File: src/rtl/mmio_led_bank_ctrl_pkg.sv
// Shared constants for the MMIO LED bank controller: display modes, register
// offsets relative to BASE_ADDR, and the IO data width.
package mmio_led_bank_ctrl_pkg;

    localparam int IO_W = 16;

    typedef enum logic [1:0] {
        MODE_STATIC = 2'b00,
        MODE_BLINK  = 2'b01,
        MODE_PWM    = 2'b10,
        MODE_OFF    = 2'b11
    } mode_t;

    // Control registers sit directly after the per-bank DATA registers.
    function automatic int off_mode(input int nb);
        return 4 * nb;
    endfunction

    function automatic int off_blink(input int nb);
        return 4 * nb + 4;
    endfunction

    function automatic int off_duty(input int nb);
        return 4 * nb + 8;
    endfunction

endpackage

File: src/rtl/mmio_led_bank_ctrl_led_timebase.sv
// Shared timebase: tick prescaler, blink half-period counter/phase and the
// free-running PWM counter used by every bank.
module mmio_led_bank_ctrl_led_timebase #(
    parameter int TICK_DIV = 1000
) (
    input  logic        clk,
    input  logic        rst,
    input  logic [15:0] blink_div,
    input  logic        blink_div_wr,
    input  logic [7:0]  pwm_duty,
    output logic        blink_phase,
    output logic        pwm_on
);

    logic        tick;
    logic [15:0] blink_cnt;
    logic [7:0]  pwm_cnt;

    generate
        if (TICK_DIV <= 1) begin : g_tick_const
            assign tick = 1'b1;
        end else begin : g_prescale
            localparam int PW = $clog2(TICK_DIV);
            logic [PW-1:0] pre;

            always_ff @(posedge clk or posedge rst) begin
                if (rst)
                    pre <= '0;
                else if (pre == PW'(TICK_DIV - 1))
                    pre <= '0;
                else
                    pre <= pre + PW'(1);
            end

            assign tick = (pre == PW'(TICK_DIV - 1));
        end
    endgenerate

    // A BLINK_DIV write restarts the pattern at the lit phase; a zero
    // divider parks the blink banks permanently lit.
    always_ff @(posedge clk or posedge rst) begin
        if (rst) begin
            blink_cnt   <= '0;
            blink_phase <= 1'b1;
        end else if (blink_div_wr || blink_div == 16'd0) begin
            blink_cnt   <= '0;
            blink_phase <= 1'b1;
        end else if (tick) begin
            if (blink_cnt == blink_div - 16'd1) begin
                blink_cnt   <= '0;
                blink_phase <= ~blink_phase;
            end else begin
                blink_cnt <= blink_cnt + 16'd1;
            end
        end
    end

    always_ff @(posedge clk or posedge rst) begin
        if (rst)
            pwm_cnt <= '0;
        else
            pwm_cnt <= pwm_cnt + 8'd1;
    end

    assign pwm_on = (pwm_cnt < pwm_duty);

endmodule

File: src/rtl/mmio_led_bank_ctrl.sv
// Memory-mapped LED controller: NUM_BANKS 8-bit banks, each static, blinking,
// PWM-dimmed or off, with registered read data and registered LED drive.
module mmio_led_bank_ctrl
    import mmio_led_bank_ctrl_pkg::*;
#(
    parameter int                NUM_BANKS = 3,
    parameter int                ADDR_W    = 8,
    parameter logic [ADDR_W-1:0] BASE_ADDR = 8'h60,
    parameter int                TICK_DIV  = 1000
) (
    input  logic                   clk,
    input  logic                   rst,
    input  logic                   wr_en,
    input  logic                   rd_en,
    input  logic [ADDR_W-1:0]      addr,
    input  logic [IO_W-1:0]        wr_data,
    output logic [IO_W-1:0]        rd_data,
    output logic [8*NUM_BANKS-1:0] led_out
);

    localparam logic [ADDR_W-1:0] A_MODE  = ADDR_W'(off_mode(NUM_BANKS));
    localparam logic [ADDR_W-1:0] A_BLINK = ADDR_W'(off_blink(NUM_BANKS));
    localparam logic [ADDR_W-1:0] A_DUTY  = ADDR_W'(off_duty(NUM_BANKS));

    logic [NUM_BANKS-1:0][7:0] data;
    logic [2*NUM_BANKS-1:0]    mode;
    logic [15:0]               blink_div;
    logic [7:0]                pwm_duty;

    logic [ADDR_W-1:0]    off;
    logic                 in_win;
    logic [NUM_BANKS-1:0] sel_data;
    logic                 sel_mode;
    logic                 sel_blink;
    logic                 sel_duty;

    // Addresses below BASE_ADDR wrap to large offsets; in_win rejects them.
    assign off       = addr - BASE_ADDR;
    assign in_win    = (addr >= BASE_ADDR);
    assign sel_mode  = in_win && (off == A_MODE);
    assign sel_blink = in_win && (off == A_BLINK);
    assign sel_duty  = in_win && (off == A_DUTY);

    for (genvar i = 0; i < NUM_BANKS; i++) begin : g_sel
        assign sel_data[i] = in_win && (off == ADDR_W'(4 * i));
    end

    always_ff @(posedge clk or posedge rst) begin
        if (rst) begin
            data      <= '0;
            mode      <= '0;
            blink_div <= '0;
            pwm_duty  <= '0;
        end else if (wr_en) begin
            for (int i = 0; i < NUM_BANKS; i++)
                if (sel_data[i]) data[i] <= wr_data[7:0];
            if (sel_mode)  mode      <= wr_data[2*NUM_BANKS-1:0];
            if (sel_blink) blink_div <= wr_data;
            if (sel_duty)  pwm_duty  <= wr_data[7:0];
        end
    end

    logic [IO_W-1:0] rd_next;

    always_comb begin
        rd_next = '0;
        for (int i = 0; i < NUM_BANKS; i++)
            if (sel_data[i]) rd_next = IO_W'(data[i]);
        if (sel_mode)  rd_next = IO_W'(mode);
        if (sel_blink) rd_next = blink_div;
        if (sel_duty)  rd_next = IO_W'(pwm_duty);
    end

    // Registered from pre-write state, so a same-cycle write is not visible.
    always_ff @(posedge clk or posedge rst) begin
        if (rst)
            rd_data <= '0;
        else if (rd_en)
            rd_data <= rd_next;
    end

    logic blink_phase;
    logic pwm_on;

    mmio_led_bank_ctrl_led_timebase #(
        .TICK_DIV (TICK_DIV)
    ) u_timebase (
        .clk          (clk),
        .rst          (rst),
        .blink_div    (blink_div),
        .blink_div_wr (wr_en && sel_blink),
        .pwm_duty     (pwm_duty),
        .blink_phase  (blink_phase),
        .pwm_on       (pwm_on)
    );

    logic [NUM_BANKS-1:0][7:0] led_next;

    always_comb begin
        led_next = '0;
        for (int b = 0; b < NUM_BANKS; b++) begin
            case (mode[2*b +: 2])
                MODE_STATIC: led_next[b] = data[b];
                MODE_BLINK:  led_next[b] = data[b] & {8{blink_phase}};
                MODE_PWM:    led_next[b] = data[b] & {8{pwm_on}};
                default:     led_next[b] = '0;
            endcase
        end
    end

    always_ff @(posedge clk or posedge rst) begin
        if (rst)
            led_out <= '0;
        else
            led_out <= led_next;
    end

endmodule

File: config.mk
export PLATFORM = sky130hd
export DESIGN_NAME = mmio_led_bank_ctrl
export DESIGN_NICKNAME = d
export VERILOG_FILES = /design/src/rtl/mmio_led_bank_ctrl_pkg.sv /design/src/rtl/mmio_led_bank_ctrl_led_timebase.sv /design/src/rtl/mmio_led_bank_ctrl.sv
export SDC_FILE = /design/constraint.sdc
export NUM_CORES = 1
export LEC_CHECK = 0
export CORE_UTILIZATION = 50
export DETAILED_ROUTE_END_ITERATION = 16
export PLACE_DENSITY = 0.8
export SYNTH_ARGS = -nofsm -noshare
export SYNTH_HDL_FRONTEND = slang
export SYNTH_SLANG_ARGS = --single-unit
File: constraint.sdc
create_clock -name clk -period 6.65 [get_ports clk]
set_clock_uncertainty 0.05 [all_clocks]
set_input_delay 0.665 -clock clk [delete_from_list [all_inputs] [get_ports clk]]
set_output_delay 0.665 -clock clk [all_outputs]
set_load 0.01 [all_outputs]
==> impl_metrics.py, run 1 <==
metrics = {
    "status": {
        "status": "finished clean",
    },
    "place": {
        "gp_congestion": 0.937,
        "placed_area_um2": 7280,
        "place_inst": 830,
        "hpwl_um": 10700,
        "port_buffers": 67,
        "place_ws_ns": 2.92,
    },
    "floorplanning": {
        "start_util_pct": 51.1,
        "dieArea_um2": 13400,
        "core-area_um2": 12600,
        "rows": 41,
        "fp.dieW_um": 116,
        "die_y_um": 116,
        "num_io_pins": 68,
    },
    "power": {
        "irDropWorstVdd_v": 0.000174,
        "power_density_nw_per_um2": 252,
        "power_uw": 1990,
        "leakage_uw": 0.00341,
    },
    "min_path": {
        "holdCritPathClass": "flip-flop to flip-flop",
    },
    "sta": {
        "hold_violations": 0,
        "worst_slew_pin_slew_ns": 0.907,
        "setup_tns_ns": 0,
        "slew_viol_final": 0,
        "finalWorstPathRequiredPeriod_ns": 3.34,
        "slew_headroom_pct": 39.3,
        "fmax_mhz": 300,
        "rsz0062_at_grt": "false",
        "finalCritPeriodShare_pct": 50.2,
        "layout_setup_ws_ns": 3.31,
        "setup_viol": 0,
    },
    "clock_tree": {
        "cts.htree.levels": 4,
        "clk_pin_slew_ns": 0.06,
        "cts_hold_buf": 0,
        "cts_tree": "done",
        "post_cts_resized": 0,
        "clk_latency_ns": 0.42,
        "clockRootBuffer": "clkbuf_16",
        "clock-sinks": 129,
        "clock_path_buffers": 2,
        "cts_made_buffers": 17,
        "postCtsSetupRepairBufs": 0,
    },
    "critical_path": {
        "cp.arrival_ns": 3.62,
        "critPathLaunchType": "primary input",
        "r2r_slack_ns": 3.56,
        "worstPathRequired_ns": 6.94,
        "cp-end-kind": "flip-flop",
        "critPathMaxFanout": 21,
        "critPathKind": "primary input to flip-flop",
    },
    "synth": {
        "ys_ff_latch": 129,
        "yosysWarnings": 0,
        "synth_fa_ha_area_share_pct": 4.07,
        "synth_area_um2": 6450,
        "postSynth.asyncResetShare_pct": 100,
        "synth_cell_types": 59,
        "synth_mux_area_share_pct": 9.45,
        "yosysTopAreaCellShare_pct": 49.7,
        "synthTopCellsByArea": "dfrtp_1, mux2_2, ha_1",
        "syn_inst": 609,
        "synthFlopType": "dfrtp_1",
        "ys_seq_area_share_pct": 50.1,
        "postSynthNetCount": 658,
        "synth-xor-area-share_pct": 5.97,
        "synth_compound_area_share_pct": 11.3,
        "synth_edf_count": 0,
        "synth_top_family_by_area": "simple AND/OR/NAND/NOR gates",
        "yosys.area_share.simple_pct": 15.9,
        "yosysTopAreaCell": "dfrtp_1",
        "avgSynthCellArea_um2": 10.6,
    },
    "run": {
        "max-cap-violations": 0,
    },
    "final_layout": {
        "layout_commonest_cell": "dfrtp_1",
        "final_cell_mix": "dfrtp_1, clkdlybuf4s50_1, nand2_1, mux2_2, nor2_1",
        "design_area_um2": 7910,
        "antenna_cells": 0,
        "final_nets": 726,
        "stdcell_count": 862,
        "drive_above_1_share_pct": 14.3,
        "area_growth_pct": 22.7,
    },
    "route": {
        "drt_iter0_drc": 532,
        "via_count": 4996,
        "drt-pass1-iter-count": 5,
        "routed_via_density": 5.80,
        "ant_nets": 0,
        "drc": 0,
        "wl_um": 15300,
        "post_drt_wl_per_cell_um": 17.7,
    },
    "global_routing": {
        "grt_use_total_pct": 24.8,
        "grt_max_degree": 72,
        "grt_pass1_wl_um": 25100,
        "antenna_found_initial": 0,
        "grt_pass1_vias": 4934,
        "grt_overflow": 0,
    },
}
stage by stage:
stage / hold slack (ns) / utilization, %
3_3_place_gp: 0.415 / 57.7
5_1_grt: 0.456 / 62.7
4_1_cts: 0.430 / 62.7
6_report: 0.427 / 62.7
2_1_floorplan: 0.395 / -
3_5_place_dp: 0.421 / 57.7
report_power, final:
part           switching (uW)  internal (uW)
Sequential               30.5            810
Combinational            83.3           73.5
Clock                     348            646
Total                     462           1530
registers in the layout, summed over array words and instances (netlist names):
name and flops:
blink_div 16, u_timebase.blink_cnt 16, u_timebase.pwm_cnt 8, led_out 24
pwm_duty 8, u_timebase.blink_phase 1, mode 6, data 24
u_timebase.g_prescale.pre 10, rd_data 16
logic make-up (layout without fill, tap and decap cells):
| kind of cell | Yosys count | count (layout) |
|---|---|---|
| mux | 55 | 55 |
| buf+inv | 53 | 134 |
| compound gates | 114 | 114 |
| xor+xnor | 44 | 44 |
| simple gates | 193 | 193 |
| fa+ha+maj | 21 | 21 |
| flops | 129 | 129 |
cell usage after synthesis (4+ instances only):
| cell | number |
|---|---|
| dfrtp_1 | 128 |
| nand2_1 | 48 |
| mux2_2 | 47 |
| nor2_1 | 37 |
| a21oi_1 | 35 |
| inv_1 | 31 |
| nand2b_1 | 27 |
| o21ai_0 | 26 |
| xnor2_1 | 23 |
| ha_1 | 21 |
| xor2_1 | 21 |
| clkbuf_1 | 18 |
| nor3_1 | 18 |
| nand3_1 | 15 |
| mux2i_1 | 8 |
| nor4_1 | 8 |
| a22oi_1 | 7 |
| a31oi_1 | 7 |
| o211ai_1 | 7 |
| a221oi_1 | 5 |
| nor2b_1 | 5 |
| and3_1 | 4 |
| nand4_1 | 4 |
| o22ai_1 | 4 |
worst paths after layout:
check	start	endpoint	cells past startpoint
worst min register to register	u_timebase.pwm_cnt[7]$_DFF_PP0_	u_timebase.pwm_cnt[7]$_DFF_PP0_	1
worst max register to register	blink_div[2]$_DFFE_PP0P_	u_timebase.blink_phase$_DFFE_PP1P_	7
worst max-delay path	addr[5]	u_timebase.blink_cnt[5]$_DFFE_PP0P_	10
min in group asynchronous	rst	rd_data[14]$_DFFE_PP0P_	2
max in group asynchronous	rst	led_out[16]$_DFF_PP0_	3
worst min-delay path	u_timebase.pwm_cnt[7]$_DFF_PP0_	u_timebase.pwm_cnt[7]$_DFF_PP0_	1
metal layers:
metal | vias to the layer above | global-route usage [%] | wire length (um)
li1 | 2308 | - | -
met3 | 44 | 5.75 | 901
met1 | 2466 | 32.3 | 6520
met4 | 0 | 12.7 | 545
met2 | 178 | 39.0 | 7300
met5 | - | 0 | 0
critical path, stage by stage:
cell	delay (ns)
clkdlybuf4s50_1	0.43
ha_1	0.31
nor2b_1	0.15
o211ai_1	0.18
nor2_1	0.66
buf_4	0.33
or2_2	0.40
o21ai_0	0.17
xor2_1	0.16
nor3_1	0.17
area by class of cell:
cell class                      instances  area (um2)
Clock buffer                           19         453
Clock inverter                         13         184
Sequential cell                       129        3230
Tap cell                              172         215
Inverter                               31         119
Timing Repair Buffer                   71         701
Multi-Input combinational cell        427        3010
Fill cell                             989        4710
No activity file was read; power rests on OpenSTA's default activity.
==> run 2, diff against run 1 <==
clock period = 3.4 ns   (was 6.65 ns; I/O delays follow)
==> run 2 against run 1 <==
Non-clock buffer count is 8 higher. Cell count is 0.93% higher. Die area stayed put. Critical endpoint is now u_timebase.blink_phase$_DFFE_PP1P_.
==> impl_metrics.py, run 2 (synthesis gave the netlist of run 1 again) <==
metrics = {
    "clock_tree": {
        "cts_made_buffers": 17,
        "cts_hold_buf": 0,
        "clock_path_buffers": 2,
        "clk_pin_slew_ns": 0.05,
        "postCtsSetupRepairBufs": 0,
        "cts_tree": "done",
        "cts.htree.levels": 4,
        "clk_latency_ns": 0.42,
        "post_cts_resized": 0,
        "clockRootBuffer": "clkbuf_16",
        "clock-sinks": 129,
    },
    "route": {
        "via_count": 5006,
        "post_drt_wl_per_cell_um": 17.6,
        "ant_nets": 0,
        "wl_um": 15300,
        "routed_via_density": 5.75,
        "drc": 0,
        "drt_iter0_drc": 493,
        "drt-pass1-iter-count": 5,
    },
    "critical_path": {
        "cp.arrival_ns": 3.33,
        "critPathLaunchType": "flip-flop",
        "crit_chain": "or3_4, or4_1, or4_4, nand4_2, nand4_4, nor3_4, mux2i_1",
        "cp_num_buf_inv": 0,
        "crit_family": "simple AND/OR/NAND/NOR gates",
        "worstPathRequired_ns": 3.70,
        "cpMaxStageDelayCell": "or4_1",
        "cp-end-kind": "flip-flop",
        "slowest_delay_ns": 0.53,
        "critPathKind": "flip-flop to flip-flop",
        "critPathMaxFanout": 10,
    },
    "floorplanning": {
        "die_y_um": 116,
        "rows": 41,
        "start_util_pct": 51.1,
        "num_io_pins": 68,
        "core-area_um2": 12600,
        "dieArea_um2": 13400,
        "fp.dieW_um": 116,
    },
    "final_layout": {
        "drive_above_1_share_pct": 14.3,
        "design_area_um2": 7890,
        "antenna_cells": 0,
        "layout_commonest_cell": "dfrtp_1",
        "n_fill_cell": 960,
        "top_regs": "data: 24 flops, led_out: 24 flops",
        "final_cell_mix": "dfrtp_1, clkdlybuf4s50_1, nand2_1, mux2_2, nor2_1",
        "final_nets": 734,
        "final_core_util_pct": 62.5,
        "area_growth_pct": 22.3,
        "stdcell_count": 870,
    },
    "global_routing": {
        "antenna_found_initial": 0,
        "grt_pass1_vias": 4828,
        "grt_max_degree": 45,
        "grt_overflow": 0,
        "grt_pass1_wl_um": 24800,
        "grt_use_total_pct": 24.6,
    },
    "power": {
        "power_density_nw_per_um2": 459,
        "irDropWorstVdd_v": 0.000344,
        "leakage_uw": 0.00341,
    },
    "place": {
        "place_inst": 838,
        "gp_congestion": 0.887,
        "hpwl_um": 11100,
        "port_buffers": 67,
        "placed_area_um2": 7350,
    },
    "sta": {
        "rsz0062_at_grt": "false",
        "finalWorstPathRequiredPeriod_ns": 3.04,
        "slew_viol_final": 0,
        "hold_violations": 0,
        "finalCritPeriodShare_pct": 89.3,
        "fmax_mhz": 329,
        "worst_slew_pin_slew_ns": 0.762,
        "setup_tns_ns": 0,
        "slew_headroom_pct": 49.2,
        "setup_viol": 0,
    },
    "run": {
        "max-cap-violations": 0,
    },
    "min_path": {
        "holdCritPathClass": "primary input to asynchronous set/reset pin",
    },
    "status": {
        "status": "finished clean",
    },
}
-- run 2: cell types whose count changed in the layout (fill, tap and decap cells not counted) --
cell | previous run | this run
buf_12 | 0 | 1
clkbuf_1 | 0 | 7
clkinv_4 | 2 | 0
buf_4 | 4 | 11
inv_6 | 1 | 0
inv_4 | 1 | 0
bufinv_16 | 4 | 1
-- run 2: path summary, 6_finish.rpt --
kind | start | to | slack, ns | depth (start not counted)
max in group asynchronous | rst | data[19]$_DFFE_PP0P_ | 2.12 | 3
max reg2reg | blink_div[2]$_DFFE_PP0P_ | u_timebase.blink_phase$_DFFE_PP1P_ | 0.36 | 7
min in group clk | wr_data[13] | blink_div[13]$_DFFE_PP0P_ | 0.44 | 3
max | blink_div[2]$_DFFE_PP0P_ | u_timebase.blink_phase$_DFFE_PP1P_ | 0.36 | 7
min | rst | rd_data[13]$_DFFE_PP0P_ | 0.29 | 2
min reg2reg | u_timebase.g_prescale.pre[0]$_DFF_PP0_ | u_timebase.g_prescale.pre[0]$_DFF_PP0_ | 0.44 | 1
-- run 2: power breakdown --
part,switching (uW),internal (uW)
combinational,164,148
clock,627,1040
sequential,57.5,1580
total,848,2770
-- run 2: area by class of cell --
cell class	count	area (um2)	area share (%)
sequential	129	3230	40.9
multi-input combinational	427	3010	38.2
timing repair buffer	79	773	9.80
clock buffer	26	479	6.07
tap	172	215	2.73
inverter	31	120	1.52
clock inverter	6	60.1	0.761
-- run 2: stage by stage --
stage / hold WS, ns / worst slack [ns] / total power, uW
after CTS: 0.297 / 0.383 / 3630
after detailed placement: 0.422 / 0.230 / 1970
after global routing: 0.331 / 0.134 / 3740
after global placement: 0.414 / 0.310 / 1960
after floorplan: 0.395 / 0.655 / 1850
final: 0.290 / 0.364 / 3620
-- run 2: layer usage --
layer  global-route usage [%]  vias up  wire length (um)
li1                         -     2316                 -
met1                     32.7     2466              6550
met2                     40.7      202              7660
met3                     4.24       22               918
met4                     8.48        0               173
met5                        0        -                 0
-- run 2: worst register-to-register path, cell delays in order, from the launching register on --
cell	delay [ns]
dfrtp_1	0.45
or3_4	0.44
or4_1	0.53
or4_4	0.47
nand4_2	0.13
nand4_4	0.20
nor3_4	0.47
mux2i_1	0.23
==> run 3, diff against run 2 <==
CORE_MARGIN = 2   (was default)
==> run 3 against run 2 <==
Sequential share of layout area fell by 0.63 points. Clock-buffer cell count fell by 7. Register-to-register slack got worse by 0.05 ns. Clock power rose by 24%. Wire length rose by 1.1%. Combinational power barely moved. Via count fell by 0.50%. Maximum frequency fell by 1.5%. Worst hold slack improved by 0.13 ns. Cell area rose by 1.6%. Critical path depth did not move. Die area rose by 3.5%.
==> impl_metrics.py, run 3 (synthesis gave the netlist of run 1 again) <==
metrics = {
    "final_layout": {
        "n_fill_cell": 969,
        "top_regs": "data: 24 flops, led_out: 24 flops",
        "final_nets": 732,
        "final_cell_mix": "dfrtp_1, clkdlybuf4s50_1, nand2_1, mux2_2, nor2_1",
        "drive_above_1_share_pct": 14.9,
        "design_area_um2": 8010,
        "layout_commonest_cell": "dfrtp_1",
        "stdcell_count": 868,
        "antenna_cells": 0,
        "area_growth_pct": 24.2,
    },
    "critical_path": {
        "cp_num_buf_inv": 0,
        "worstPathRequired_ns": 3.69,
        "critPathMaxFanout": 10,
        "critPathKind": "flip-flop to flip-flop",
        "slowest_delay_ns": 0.55,
        "crit_chain": "or3_4, or4_1, or3_1, o22ai_2, nand4_4, nor3_4, mux2i_1",
        "cpMaxStageDelayCell": "or4_1",
        "cp-end-kind": "flip-flop",
        "critPathLaunchType": "flip-flop",
        "crit_family": "simple AND/OR/NAND/NOR gates",
        "cp.arrival_ns": 3.38,
    },
    "clock_tree": {
        "cts_tree": "done",
        "cts.htree.levels": 4,
        "cts_hold_buf": 0,
        "cts_made_buffers": 17,
        "clk_latency_ns": 0.41,
        "clock-sinks": 129,
        "clockRootBuffer": "clkbuf_16",
        "clock_path_buffers": 2,
        "post_cts_resized": 0,
        "clk_pin_slew_ns": 0.06,
        "postCtsSetupRepairBufs": 0,
    },
    "place": {
        "port_buffers": 67,
        "gp_congestion": 0.932,
        "placed_area_um2": 7340,
        "hpwl_um": 10700,
        "place_ws_ns": 0.268,
        "place_inst": 836,
    },
    "sta": {
        "finalCritPeriodShare_pct": 90.7,
        "setup_viol": 0,
        "hold_violations": 0,
        "layout_setup_ws_ns": 0.317,
        "whs_ns": 0.422,
        "worst_slew_pin_slew_ns": 0.764,
        "slew_headroom_pct": 49.1,
        "finalWorstPathRequiredPeriod_ns": 3.08,
        "setup_tns_ns": 0,
        "slew_viol_final": 0,
        "rsz0062_at_grt": "false",
        "fmax_mhz": 324,
    },
    "global_routing": {
        "antenna_found_initial": 1,
        "use_met1_pct": 30.7,
        "grt_util_met3_pct": 5.09,
        "grt_max_degree": 130,
        "grt_use_total_pct": 23.4,
        "gr-max-usage-layer": "met2",
        "grt_overflow": 0,
        "grt_pass1_vias": 5030,
        "grt_pass1_wl_um": 25600,
        "use_met2_pct": 38.0,
    },
    "route": {
        "routed_via_density": 5.74,
        "drc": 0,
        "via_count": 4981,
        "drt-pass1-iter-count": 5,
        "drt_iter0_drc": 528,
        "post_drt_wl_per_cell_um": 17.8,
        "ant_nets": 0,
        "wl_um": 15500,
    },
    "floorplanning": {
        "core-area_um2": 12600,
        "rows": 41,
        "die_y_um": 118,
        "start_util_pct": 51.1,
        "dieArea_um2": 13800,
        "num_io_pins": 68,
        "fp.dieW_um": 118,
    },
    "run": {
        "max-cap-violations": 0,
    },
    "power": {
        "irDropWorstVdd_v": 0.000356,
        "power_density_nw_per_um2": 502,
        "leakage_uw": 0.00346,
    },
    "min_path": {
        "holdCritPathClass": "primary input to asynchronous set/reset pin",
    },
    "status": {
        "status": "finished clean",
    },
}
-- run 3: changes by cell type in the layout (fill, tap and decap cells not counted) --
cell | previous run | this run
bufinv_16 | 1 | 6
clkinv_2 | 3 | 1
clkinvlp_4 | 3 | 4
clkbuf_1 | 7 | 1
buf_4 | 11 | 9
clkbuf_8 | 2 | 1
clkinv_4 | 0 | 3
-- run 3: layer usage --
layer  up-vias  routed length, um
met5         -                 19
met4         2                371
met3        35               1000
met2       189               7590
met1      2446               6490
li1       2309                  -
-- run 3: final timing paths --
| path | start | end | slack, ns | cells past startpoint |
|---|---|---|---|---|
| min in group clk | u_timebase.g_prescale.pre[9]$_DFF_PP0_ | u_timebase.g_prescale.pre[9]$_DFF_PP0_ | 0.43 | 1 |
| hold / removal | rst | led_out[12]$_DFF_PP0_ | 0.42 | 3 |
| hold reg to reg | u_timebase.g_prescale.pre[9]$_DFF_PP0_ | u_timebase.g_prescale.pre[9]$_DFF_PP0_ | 0.43 | 1 |
| setup reg to reg | blink_div[2]$_DFFE_PP0P_ | u_timebase.blink_phase$_DFFE_PP1P_ | 0.32 | 7 |
| setup / recovery | blink_div[2]$_DFFE_PP0P_ | u_timebase.blink_phase$_DFFE_PP1P_ | 0.32 | 7 |
| max in group asynchronous | rst | led_out[16]$_DFF_PP0_ | 2.38 | 3 |
-- run 3: report_power, final --
group	leakage (uW)	internal, uW	switching [uW]
Clock	0.000319	1400	674
Sequential	0.00167	1580	58.2
Combinational	0.00147	147	166
Total	0.00346	3130	898
-- run 3: worst min-delay path, cell delays in order --
cell	delay, ns
clkdlybuf4s50_1	0.44
clkinvlp_4	0.09
buf_12	0.48
-- run 3: area by class of cell --
cell class / count / area, um2 / area share (%)
clock inverter: 13 / 234 / 2.92
multi-input combinational: 427 / 3010 / 37.6
tap: 172 / 215 / 2.69
inverter: 31 / 120 / 1.50
clock buffer: 19 / 443 / 5.53
sequential: 129 / 3230 / 40.3
timing repair buffer: 77 / 758 / 9.46
-- run 3: stage by stage --
step	util, %	power, uW
floorplan	-	1850
global placement	58.1	1960
detailed placement	58.1	1970
CTS	63.5	4040
global route	63.5	4140
finish	63.5	4020
